==> src/rtl/is_uart_pkg.sv <==
// rtl/is_uart_pkg.sv - shared types and constants for the is_uart blocks
// Purpose: receiver state encoding, oversampling ratio and the baud divider helper.
package is_uart_pkg;

  typedef enum logic [2:0] {
    IDLE,
    START,
    DATA,
    PARITY,
    STOP,
    BREAK
  } rx_state_t;

  localparam int OVERSAMPLE = 16;

  // Clocks per oversample tick, floored.
  function automatic int calc_div(input int clk_freq, input int baud_rate);
    return clk_freq / (baud_rate * OVERSAMPLE);
  endfunction

endpackage

==> src/rtl/is_uart_baud_gen.sv <==
// rtl/is_uart_baud_gen.sv - 16x oversampling tick generator
// Purpose: one-cycle tick every DIV clocks; restart_i re-phases the count to 0.
// Ports:
//   clk_i     - system clock
//   rst_i     - asynchronous active-high reset
//   restart_i - synchronous restart, counter is 0 after the edge
//   tick_o    - one-cycle tick pulse
module is_uart_baud_gen #(
  parameter int DIV = 27
) (
  input  logic clk_i,
  input  logic rst_i,
  input  logic restart_i,
  output logic tick_o
);

  localparam int CNT_W = (DIV > 1) ? $clog2(DIV) : 1;
  localparam logic [CNT_W-1:0] LAST = CNT_W'(DIV - 1);

  logic [CNT_W-1:0] r_cnt;
  logic             w_wrap;

  assign w_wrap = (r_cnt == LAST);
  assign tick_o = w_wrap;

  always_ff @(posedge clk_i or posedge rst_i) begin
    if (rst_i) begin
      r_cnt <= '0;
    end else if (restart_i || w_wrap) begin
      r_cnt <= '0;
    end else begin
      r_cnt <= r_cnt + 1'b1;
    end
  end

endmodule

==> src/rtl/is_uart_rx.sv <==
// rtl/is_uart_rx.sv - UART receive deserializer with valid/ready holding register
// Purpose: detects start bits with 16x oversampling, samples mid-bit, assembles
//   LSB-first words and presents them with frame/parity error and overrun flags.
// Optional feature macro: IS_UART_PARITY_EN (adds one parity bit per frame).
// Ports:
//   clk_i, rst_i       - clock, asynchronous active-high reset
//   uart_rxd_r_i       - synchronized RX line, idle high
//   rx_data_o          - held word, valid while rx_valid_o
//   rx_valid_o         - word available
//   rx_ready_i         - consumer accepts the word
//   frame_err_o        - stop bit was 0 for the held word
//   parity_err_o       - parity mismatch for the held word
//   overrun_o          - one-cycle pulse when a word was dropped
//   busy_o             - FSM not in IDLE
module is_uart_rx
  import is_uart_pkg::*;
#(
  parameter int CLK_FREQ   = 50_000_000,
  parameter int BAUD_RATE  = 115200,
  parameter int DATA_BITS  = 8,
  parameter int PARITY_ODD = 0
) (
  input  logic                 clk_i,
  input  logic                 rst_i,
  input  logic                 uart_rxd_r_i,
  output logic [DATA_BITS-1:0] rx_data_o,
  output logic                 rx_valid_o,
  input  logic                 rx_ready_i,
  output logic                 frame_err_o,
  output logic                 parity_err_o,
  output logic                 overrun_o,
  output logic                 busy_o
);

  localparam int         DIV      = calc_div(CLK_FREQ, BAUD_RATE);
  localparam logic [2:0] LAST_BIT = 3'(DATA_BITS - 1);

  if (DIV < 2) begin : g_div_chk
    $error("is_uart_rx: CLK_FREQ/(BAUD_RATE*16) must be at least 2");
  end
  if (DATA_BITS < 5 || DATA_BITS > 8) begin : g_bits_chk
    $error("is_uart_rx: DATA_BITS must be 5..8");
  end
  if (PARITY_ODD != 0 && PARITY_ODD != 1) begin : g_par_chk
    $error("is_uart_rx: PARITY_ODD must be 0 or 1");
  end

  rx_state_t            r_state, w_next;
  logic                 w_tick, w_restart, w_load, w_accept;
  logic                 w_mid, w_end;
  logic [3:0]           r_sample;
  logic [2:0]           r_bit;
  logic [DATA_BITS-1:0] r_shift, r_data;
  logic                 r_valid, r_ferr, r_overrun;

  is_uart_baud_gen #(.DIV(DIV)) u_baud_gen (
    .clk_i     (clk_i),
    .rst_i     (rst_i),
    .restart_i (w_restart),
    .tick_o    (w_tick)
  );

  // Start bit is checked at its middle; every later bit at the end of a 16-tick window.
  assign w_mid = w_tick && (r_sample == 4'd7);
  assign w_end = w_tick && (r_sample == 4'd15);

  always_ff @(posedge clk_i or posedge rst_i) begin
    if (rst_i) begin
      r_state <= IDLE;
    end else begin
      r_state <= w_next;
    end
  end

  always_comb begin
    w_next = r_state;
    unique case (r_state)
      IDLE:   if (!uart_rxd_r_i) w_next = START;
      START:  if (w_mid) w_next = uart_rxd_r_i ? IDLE : DATA;
      DATA: begin
        if (w_end && (r_bit == LAST_BIT)) begin
`ifdef IS_UART_PARITY_EN
          w_next = PARITY;
`else
          w_next = STOP;
`endif
        end
      end
`ifdef IS_UART_PARITY_EN
      PARITY: if (w_end) w_next = STOP;
`endif
      STOP:   if (w_end) w_next = uart_rxd_r_i ? IDLE : BREAK;
      BREAK:  if (uart_rxd_r_i) w_next = IDLE;
      default: w_next = IDLE;
    endcase
  end

  always_comb begin
    busy_o    = (r_state != IDLE);
    w_restart = (r_state == IDLE) && !uart_rxd_r_i;
    w_load    = (r_state == STOP) && w_end;
  end

  // Sample counter free-runs on ticks; it is cleared at the falling edge and
  // again after the start check so data windows start at count 0.
  always_ff @(posedge clk_i or posedge rst_i) begin
    if (rst_i) begin
      r_sample <= '0;
      r_bit    <= '0;
      r_shift  <= '0;
    end else begin
      if (w_restart) begin
        r_sample <= '0;
      end else if (w_tick) begin
        if (r_state == START && r_sample == 4'd7) begin
          r_sample <= '0;
        end else begin
          r_sample <= r_sample + 4'd1;
        end
      end
      if (r_state == DATA && w_end) begin
        r_shift <= {uart_rxd_r_i, r_shift[DATA_BITS-1:1]};
        r_bit   <= (r_bit == LAST_BIT) ? 3'd0 : r_bit + 3'd1;
      end
    end
  end

  // A load is taken when the register is empty or being emptied this cycle.
  assign w_accept = w_load && (!r_valid || rx_ready_i);

  always_ff @(posedge clk_i or posedge rst_i) begin
    if (rst_i) begin
      r_data    <= '0;
      r_valid   <= 1'b0;
      r_ferr    <= 1'b0;
      r_overrun <= 1'b0;
    end else begin
      r_overrun <= w_load && !w_accept;
      if (w_accept) begin
        r_data  <= r_shift;
        r_valid <= 1'b1;
        r_ferr  <= !uart_rxd_r_i;
      end else if (r_valid && rx_ready_i) begin
        r_valid <= 1'b0;
      end
    end
  end

`ifdef IS_UART_PARITY_EN
  localparam logic PAR_ODD = (PARITY_ODD != 0);
  logic r_par_bit, r_perr, w_perr;

  assign w_perr = ((^r_shift) ^ r_par_bit) != PAR_ODD;

  always_ff @(posedge clk_i or posedge rst_i) begin
    if (rst_i) begin
      r_par_bit <= 1'b0;
      r_perr    <= 1'b0;
    end else begin
      if (r_state == PARITY && w_end) r_par_bit <= uart_rxd_r_i;
      if (w_accept) r_perr <= w_perr;
    end
  end

  assign parity_err_o = r_perr;
`else
  assign parity_err_o = 1'b0;
`endif

  assign rx_data_o   = r_data;
  assign rx_valid_o  = r_valid;
  assign frame_err_o = r_ferr;
  assign overrun_o   = r_overrun;

endmodule

==> config.mk <==
export PLATFORM = sky130hd
export DESIGN_NAME = is_uart_rx
export DESIGN_NICKNAME = d
export VERILOG_FILES = /design/src/rtl/is_uart_pkg.sv /design/src/rtl/is_uart_baud_gen.sv /design/src/rtl/is_uart_rx.sv
export SDC_FILE = /design/constraint.sdc
export NUM_CORES = 1
export LEC_CHECK = 0
export CORE_MARGIN = 5
export CORE_UTILIZATION = 40
export DETAILED_ROUTE_END_ITERATION = 7
export PLACE_DENSITY = 0.64
export SYNTH_ARGS = -nofsm -noshare
export SYNTH_HDL_FRONTEND = slang
export SYNTH_SLANG_ARGS = --single-unit
==> constraint.sdc <==
create_clock -name clk_i -period 1.7 [get_ports clk_i]
set_input_delay 0.425 -clock clk_i [delete_from_list [all_inputs] [get_ports clk_i]]
set_output_delay 0.425 -clock clk_i [all_outputs]
set_load 0.02 [all_outputs]
==> results of run 1 <==
placed cells by master (no fill, tap or decap):
cell,n
xnor2_1,2
buf_6,3
xor2_1,4
nand3_4,1
buf_2,1
a21o_1,1
nor3_1,1
clkinv_2,2
buf_4,21
mux2_2,10
a21oi_1,1
buf_12,2
mux2_4,9
or3_4,1
dlymetal6s2s_1,9
nand4_1,4
clkdlybuf4s50_1,5
clkbuf_8,5
nor4b_4,1
nor3b_1,1
conb_1,1
or2_2,1
inv_2,1
nor2_1,14
o21ai_0,2
o22ai_1,1
nand3_1,5
ha_1,4
inv_1,3
nand2b_1,1
nor3b_4,1
a31oi_1,1
nand3b_1,1
mux2i_1,3
nand2_1,2
and4b_2,1
and2_1,1
ha_4,1
dfrtp_1,34
logic make-up after synthesis:
logic type / after synthesis / synth area share, %
and+or+nand+nor: 36 / 14.1
DFF: 34 / 56.0
muxes: 22 / 16.1
buffers and inverters: 9 / 3.71
AOI/OAI and AO/OA: 6 / 2.31
xor gates and xnor gates: 6 / 3.46
adders and majority gates: 5 / 4.12
other: 1 / 0.247
final timing paths:
kind / depth (start not counted) / slack, ps / endpoint
max in group asynchronous: 3 / 1040 / rx_data_o[4]
min in group clk_i: 1 / 510 / rx_data_o[1]
min reg2reg: 1 / 510 / rx_data_o[1]
max: 7 / -180 / r_shift[4]
min: 3 / 490 / u_baud_gen.r_cnt[4]
max reg2reg: 7 / -180 / r_shift[4]
metrics by stage:
stage	TNS, ps	area, um^2	worst slack, ps	power [uW]	utilization (%)
4_1_cts	-3230	2000	-187	2130	54.6
3_3_place_gp	-2900	1880	-157	1490	51.3
2_1_floorplan	-2510	1520	-163	1280	-
6_report	-2700	2080	-177	2130	56.8
5_1_grt	-3960	2080	-234	2260	56.8
3_5_place_dp	-3840	1880	-220	1540	51.3
sequential cells by signal, indices dropped and copies added (netlist names):
| name | count |
|---|---|
| frame_err_o | 1 |
| overrun_o | 1 |
| r_bit | 3 |
| r_sample | 4 |
| r_shift | 8 |
| r_state | 3 |
| rx_data_o | 8 |
| rx_valid_o | 1 |
| u_baud_gen.r_cnt | 5 |
layout make-up:
type | count | area, um^2 | share of cell area [%]
Clock buffer | 5 | 68.8 | 3.31
Sequential cell | 34 | 851 | 40.9
Clock inverter | 2 | 10.0 | 0.481
Tap cell | 48 | 60.1 | 2.89
Inverter | 4 | 15.0 | 0.722
Timing Repair Buffer | 41 | 399 | 19.2
Multi-Input combinational cell | 76 | 676 | 32.5
routing by layer:
metal / share of wire [%] / wire length, um / vias up
met4: 2.0 / 62 / 0
met3: 4.0 / 123 / 7
li1: - / - / 492
met5: 0 / 0 / -
met1: 43 / 1320 / 499
met2: 51 / 1540 / 20
power groups by stage:
| stage | Combinational, uW | Clock (uW) | Sequential (uW) |
|---|---|---|---|
| 2_1_floorplan | 251 | 0 | 1030 |
| 3_3_place_gp | 497 | 0 | 995 |
| 3_5_place_dp | 537 | 0 | 1000 |
| 4_1_cts | 560 | 577 | 990 |
| 5_1_grt | 638 | 612 | 1010 |
| 6_report | 576 | 564 | 995 |
cell usage after synthesis:
cell type and count:
nand3_4 1, mux2i_1 3, xor2_1 4, o22ai_1 1, nand4_1 4, ha_1 5, conb_1 1, a21oi_1 1
dfrtp_1 34, o21ai_0 2, and4b_1 1, and2_1 1, nand3b_1 1, or2_2 1, xnor2_1 2, nand2_1 2
inv_1 4, buf_4 2, a21o_1 1, nand2b_1 1, nor3b_1 2, or3_1 1, buf_6 2, a31oi_1 1
nand3_1 5, nor2_1 14, nor4b_4 1, nor3_1 1, mux2_2 19, clkbuf_1 1
repair_timing:
action | 4_1_cts | 5_1_grt
gates resized for setup | 12 | 22
gates cloned | 1 | 0
setup buffers | 2 | 1
pin swaps | 1 | 2
setup endpoints to repair | 21 | 30
worst min-delay path: cells and delay by family:
family,cells,cell delay (ps)
buffers and inverters,3,710
==> results by group, run 1 <==
Worst setup path
  – CP bufs+invs: 2
  – Crit. Startpoint: u_baud_gen.r_cnt[0]
  – Worst Path Required: 1860 ps
  – Critical Path Fanout Max: 11
  – Slowest stage delay, CP: 390 ps
  – Setup CP Type: register to register
  – Reg2reg start: u_baud_gen.r_cnt[0]
  – Delay-heaviest family, CP: simple AND/OR/NAND/NOR gates
  – Critical Path Start Type: register
  – Crit-path slowest cell: dfrtp_1
  – Crit end category: register
  – Worst Path Arrival: 2040 ps
  – CP Cell Sequence: inv_2 > ha_4 > and4b_2 > nand3_4 > nor4b_4 > buf_12 > mux2_2

Clock network
  – Skew-Pair Late Insertion Delay: 280 ps
  – Clock Path Buffers: 2
  – TritonCTS clock tree: yes
  – CTS Hold Bufs: 0
  – CTS sink count: 34
  – Clock-pin slew on the worst setup and hold paths: 70 ps
  – H-tree depth: 2
  – TritonCTS Buffers: 5
  – CTS root buf: clkbuf_8

Power and ir drop
  – Flop pwr share: 46.6%
  – Sw frac: 29.2%
  – Static leakage: 0.00114 uW
  – Clock share of power: 26.4%
  – Net switching power: 624 uW
  – Logic pwr share: 27.0%
  – P per Cell Area: 1030 nW/um^2
  – VDD IR-drop max: 0.794 mV
  – Int Pwr: 1510 uW

Global route
  – Grt met1 use: 15.8%
  – Vias in the first global route: 1,061
  – Initial antenna violation count: 0
  – First-pass GRT wire length: 5030 um
  – Met2 usage: 19.4%
  – Total gr overflow: 0
  – Largest net degree at the start of global routing: 35
  – GRT met3 Usage: 3.79%
  – Gr busiest metal: met2
  – GRT Resource Usage Total: 12.8%

Detailed routing
  – Drt total wl: 3040 um
  – Wire per inst: 14.5 um
  – Vias/cell: 4.85
  – Final antenna-violating net count: 0
  – Residual DRC count: 0
  – Drt initial violations: 67
  – TritonRoute pass-1 iters: 4
  – Via count: 1,018

Die
  – Num rows: 22
  – Core area: 3660 um^2
  – Die area: 5130 um^2
  – Die Wd: 71.6 um
  – Die H: 71.6 um
  – Starting Density: 41.5%
  – Top Ports: 17

Finish
  – Fill cell count: 311
  – Area delta synth->final: 36.9%
  – NumNets Final: 171
  – Antenna fix cells: 0
  – Fraction of layout cells with a size suffix above 1: 37.7%
  – Non-filler instance count after layout: 210

Placement
  – Routability cong.: 0.794
  – Inst Count DP: 199
  – IO buf count: 15
  – Post-DP HPWL: 2030 um

Synthesis
  – Cells after Synth: 119
  – Distinct cells, synth: 30
  – Syn_nets: 128
  – Share of Yosys cell area claimed by the top area cell type: 56.0%
  – Register bit total from synthesis: 34
  – Synthesized area: 1520 um^2
  – Post-synthesis sequential area ratio: 56.0%
  – Top cells by area, synth: dfrtp_1, mux2_2, ha_1, nor2_1, xor2_1
  – Synth Warn #: 0
  – Synth area leader: dfrtp_1
  – Avg Synthesized Cell Area: 12.8 um^2

Run status
  – Failing checks: negative setup slack
  – Outcome: finished with violations

Timing
  – Hold Fails Final Rpt: 0
  – Tmin final: 1880 ps
  – Slew Limit Fails: 0
  – Final Worst Setup Slack: -177 ps
  – RSZ-0062 raised after global routing: true
  – Clock Skews: 6.87 ps
  – # setup viols final: 20
  – Fin Hold WS: 490 ps
  – Period utilisation layout: 110%
  – Peak Freq: 533 MHz

Min path
  – Hold Path Class: input pin to asynchronous set/reset pin

Flow run
  – Max-cap viol count: 0
Power figures use the tool's default switching activity.
==> run 2, diff against run 1 <==
Settings changed: CTS_CLUSTER_DIAMETER set to 60.
==> results of run 2 <==
The final DEF is identical to that of run 1; final timing and power are the same.
==> run 3, diff against run 2 <==
Settings changed: ABC_AREA set to 1, CORE_UTILIZATION 40 to 30, HOLD_SLACK_MARGIN set to 0.1, PLACE_DENSITY 0.64 to 0.51.
==> results by group, run 3 <==
Placement
  – IO buf count: 15 (unchanged)
  – Post-DP HPWL: 2080 um (+2.1%)
  – Routability cong.: 0.854 (+7.5%)
  – Pre-CTS WS: 61.0 ps (+281 ps)

Global route
  – Initial antenna violation count: 0 (unchanged)
  – GRT Resource Usage Total: 9.54% (-3.2 points)
  – Largest net degree at the start of global routing: 35 (unchanged)
  – First-pass GRT wire length: 5340 um (+6.2%)
  – Vias in the first global route: 1,194 (+13%)
  – Total gr overflow: 0 (unchanged)

Worst setup path
  – Crit end category: output port
  – Critical Path Fanout Max: 1 (-10)
  – CP Cell Sequence: clkdlybuf4s50_1
  – Critical Path Start Type: register
  – Worst Path Arrival: 1190 ps (-850 ps)
  – Worst Path Required: 1270 ps (-590 ps)
  – Slowest stage delay, CP: 590 ps (+200 ps)
  – Worst-case reg-to-reg path depth: 11 (+4)
  – Delay-heaviest family, CP: buffers and inverters
  – CP bufs+invs: 1 (-1)
  – Crit-path slowest cell: clkdlybuf4s50_1
  – Setup CP Type: register to output port
  – Stages on the worst setup path: 1 (-6)

Synthesis
  – Largest family of logic cells by synthesized area: simple AND/OR/NAND/NOR gates
  – Distinct cells, synth: 24 (-20%)
  – Syn_nets: 188 (+47%)
  – Post-synthesis sequential area ratio: 51.9% (-4.1 points)
  – Synth area leader: dfrtp_1
  – Commonest cells in the netlist: nand2_1, dfrtp_1, inv_1
  – Multiplexer area fraction after synthesis: 0% (-16 points)
  – Predominant post-synthesis flop cell: dfrtp_1
  – Top cells by area, synth: dfrtp_1, nand2_1, inv_1, o21ai_0, o21ai_2
  – Synth Warn #: 0 (unchanged)
  – Avg Synthesized Cell Area: 9.16 um^2 (-28%)
  – Register bit total from synthesis: 34 (unchanged)
  – Post-synthesis adder-cell area fraction: 3.82% (-0.30 points)
  – EDFF count, synth: 0 (unchanged)
  – Post-Synth XOR/XNOR Area: 1.60% (-1.9 points)
  – Top-count cell post-synth: nand2_1
  – Synthesized area: 1640 um^2 (+7.9%)
  – Post-synthesis compound-gate area fraction: 10.0% (+7.7 points)
  – Simple-gate portion of the synthesized area: 25.3% (+11 points)
  – Ys async rst share: 100% (unchanged)
  – Cells after Synth: 179 (+50%)
  – Share of Yosys cell area claimed by the top area cell type: 51.9% (-4.1 points)

Detailed routing
  – Residual DRC count: 0 (unchanged)
  – Wire per inst: 10.4 um (-28%)
  – Vias/cell: 4.19 (-13%)
  – Drt total wl: 2900 um (-4.7%)
  – Drt initial violations: 58 (-13%)
  – Via count: 1,170 (+15%)
  – TritonRoute pass-1 iters: 4 (unchanged)
  – Final antenna-violating net count: 0 (unchanged)

Timing
  – Slew Limit Fails: 0 (unchanged)
  – Final Worst Setup Slack: 83.6 ps (+260 ps)
  – Fin Hold WS: 471 ps (-19.0 ps)
  – Tmin final: 1620 ps (-260 ps)
  – # setup viols final: 0 (-100%)
  – Hold Fails Final Rpt: 0 (unchanged)
  – Peak Freq: 619 MHz (+16%)
  – Clock Skews: 5.25 ps (-1.62 ps)
  – Period utilisation layout: 95.1% (-15 points)

Clock network
  – TritonCTS Buffers: 5 (unchanged)
  – CTS Hold Bufs: 0 (unchanged)
  – CTS root buf: clkbuf_8
  – CTS sink count: 34 (unchanged)
  – Clock Path Buffers: 2 (unchanged)
  – Skew-Pair Late Insertion Delay: 290 ps (about the same)
  – H-tree depth: 2 (unchanged)
  – TritonCTS clock tree: yes
  – Clock-pin slew on the worst setup and hold paths: 70 ps (about the same)

Power and ir drop
  – Static leakage: 0.00118 uW (+3.6%)
  – VDD IR-drop max: 0.351 mV (-56%)
  – Power Total: 1610 uW (-25%)
  – P per Cell Area: 775 nW/um^2 (-24%)

Flow run
  – Max-cap viol count: 0 (unchanged)

Finish
  – Antenna fix cells: 0 (unchanged)
  – Area delta synth->final: 26.5%
  – Fraction of layout cells with a size suffix above 1: 18.4% (-19 points)
  – NumNets Final: 216 (+26%)
  – Most common cell after layout, fill and taps aside: nand2_1
  – Final cell utilization of the core: 38.4% (-18 points)
  – Most frequent cells in the layout: nand2_1, dfrtp_1, inv_1

Die
  – Die Wd: 83.9 um (+17%)
  – Num rows: 27 (+23%)
  – Top Ports: 17 (unchanged)
  – Starting Density: 30.3% (-11 points)
  – Die area: 7040 um^2 (+37%)
  – Die H: 83.9 um (+17%)
  – Core area: 5410 um^2 (+48%)

Run status
  – Outcome: complete, no violations

Min path
  – Hold Path Class: input pin to asynchronous set/reset pin
run 3: cell count changes after synthesis, moves of 4 or more:
| cell | before | now |
|---|---|---|
| inv_1 | 4 | 21 |
| mux2_2 | 19 | 0 |
| nand2_1 | 2 | 47 |
| nand2_2 | 0 | 4 |
| nand3_1 | 5 | 10 |
| o21ai_0 | 2 | 14 |
| o21ai_2 | 0 | 8 |
run 3: repair_timing:
item / 4_1_cts / 5_1_grt
gates resized for setup: 2 / 12
endpoints found under the setup margin: 2 / 18
setup buffers: 0 / 2
run 3: final timing paths:
path | start | endpoint | slack, ps
setup / recovery | overrun_o | overrun_o | 80
hold / removal | rst_i | rx_data_o[6] | 470
setup reg to reg | u_baud_gen.r_cnt[0] | r_state[0] | 140
hold reg to reg | rx_data_o[0] | rx_data_o[0] | 480
max in group asynchronous | rst_i | frame_err_o | 1050
min in group clk_i | rx_data_o[0] | rx_data_o[0] | 480
run 3: stage by stage:
stage          cell area [um^2]  TNS, ps  cells
4_1_cts                    2040        0    277
2_1_floorplan              1640        0    179
3_5_place_dp               1930        0    270
3_3_place_gp               1930        0    270
6_report                   2070        0    279
5_1_grt                    2070    -13.9    279
run 3: layout make-up:
class | count | area [um^2]
fillers | 563 | 3330
flip-flops and latches | 34 | 851
inverters | 23 | 86.3
well taps | 72 | 90.1
repair buffers | 24 | 259
clock inverters | 1 | 30.0
clock buffers | 6 | 82.6
multi-input cells | 119 | 674
run 3: metal layers:
metal / up-vias / track usage (%) / wire (um)
li1: 619 / - / -
met1: 525 / 11.6 / 1320
met2: 21 / 14.8 / 1390
met3: 5 / 3.36 / 130
met4: 0 / 4.82 / 55
met5: - / 0 / 0
run 3: where the power goes:
group | leakage (uW) | internal (uW) | switching (uW) | total (uW)
clock network | 0.0000573 | 469 | 290 | 759
logic | 0.000679 | 14.6 | 25.2 | 39.8
registers | 0.000445 | 809 | 0.0000000000000449 | 809
run 3: cells by family after synthesis:
kind of cell / Yosys count
AND/OR/NAND/NOR: 84
adder cells (fa/ha/maj): 5
flip-flops: 34
AO/OA/AOI/OAI: 26
other: 1
XOR/XNOR: 3
buffers and inverters: 26
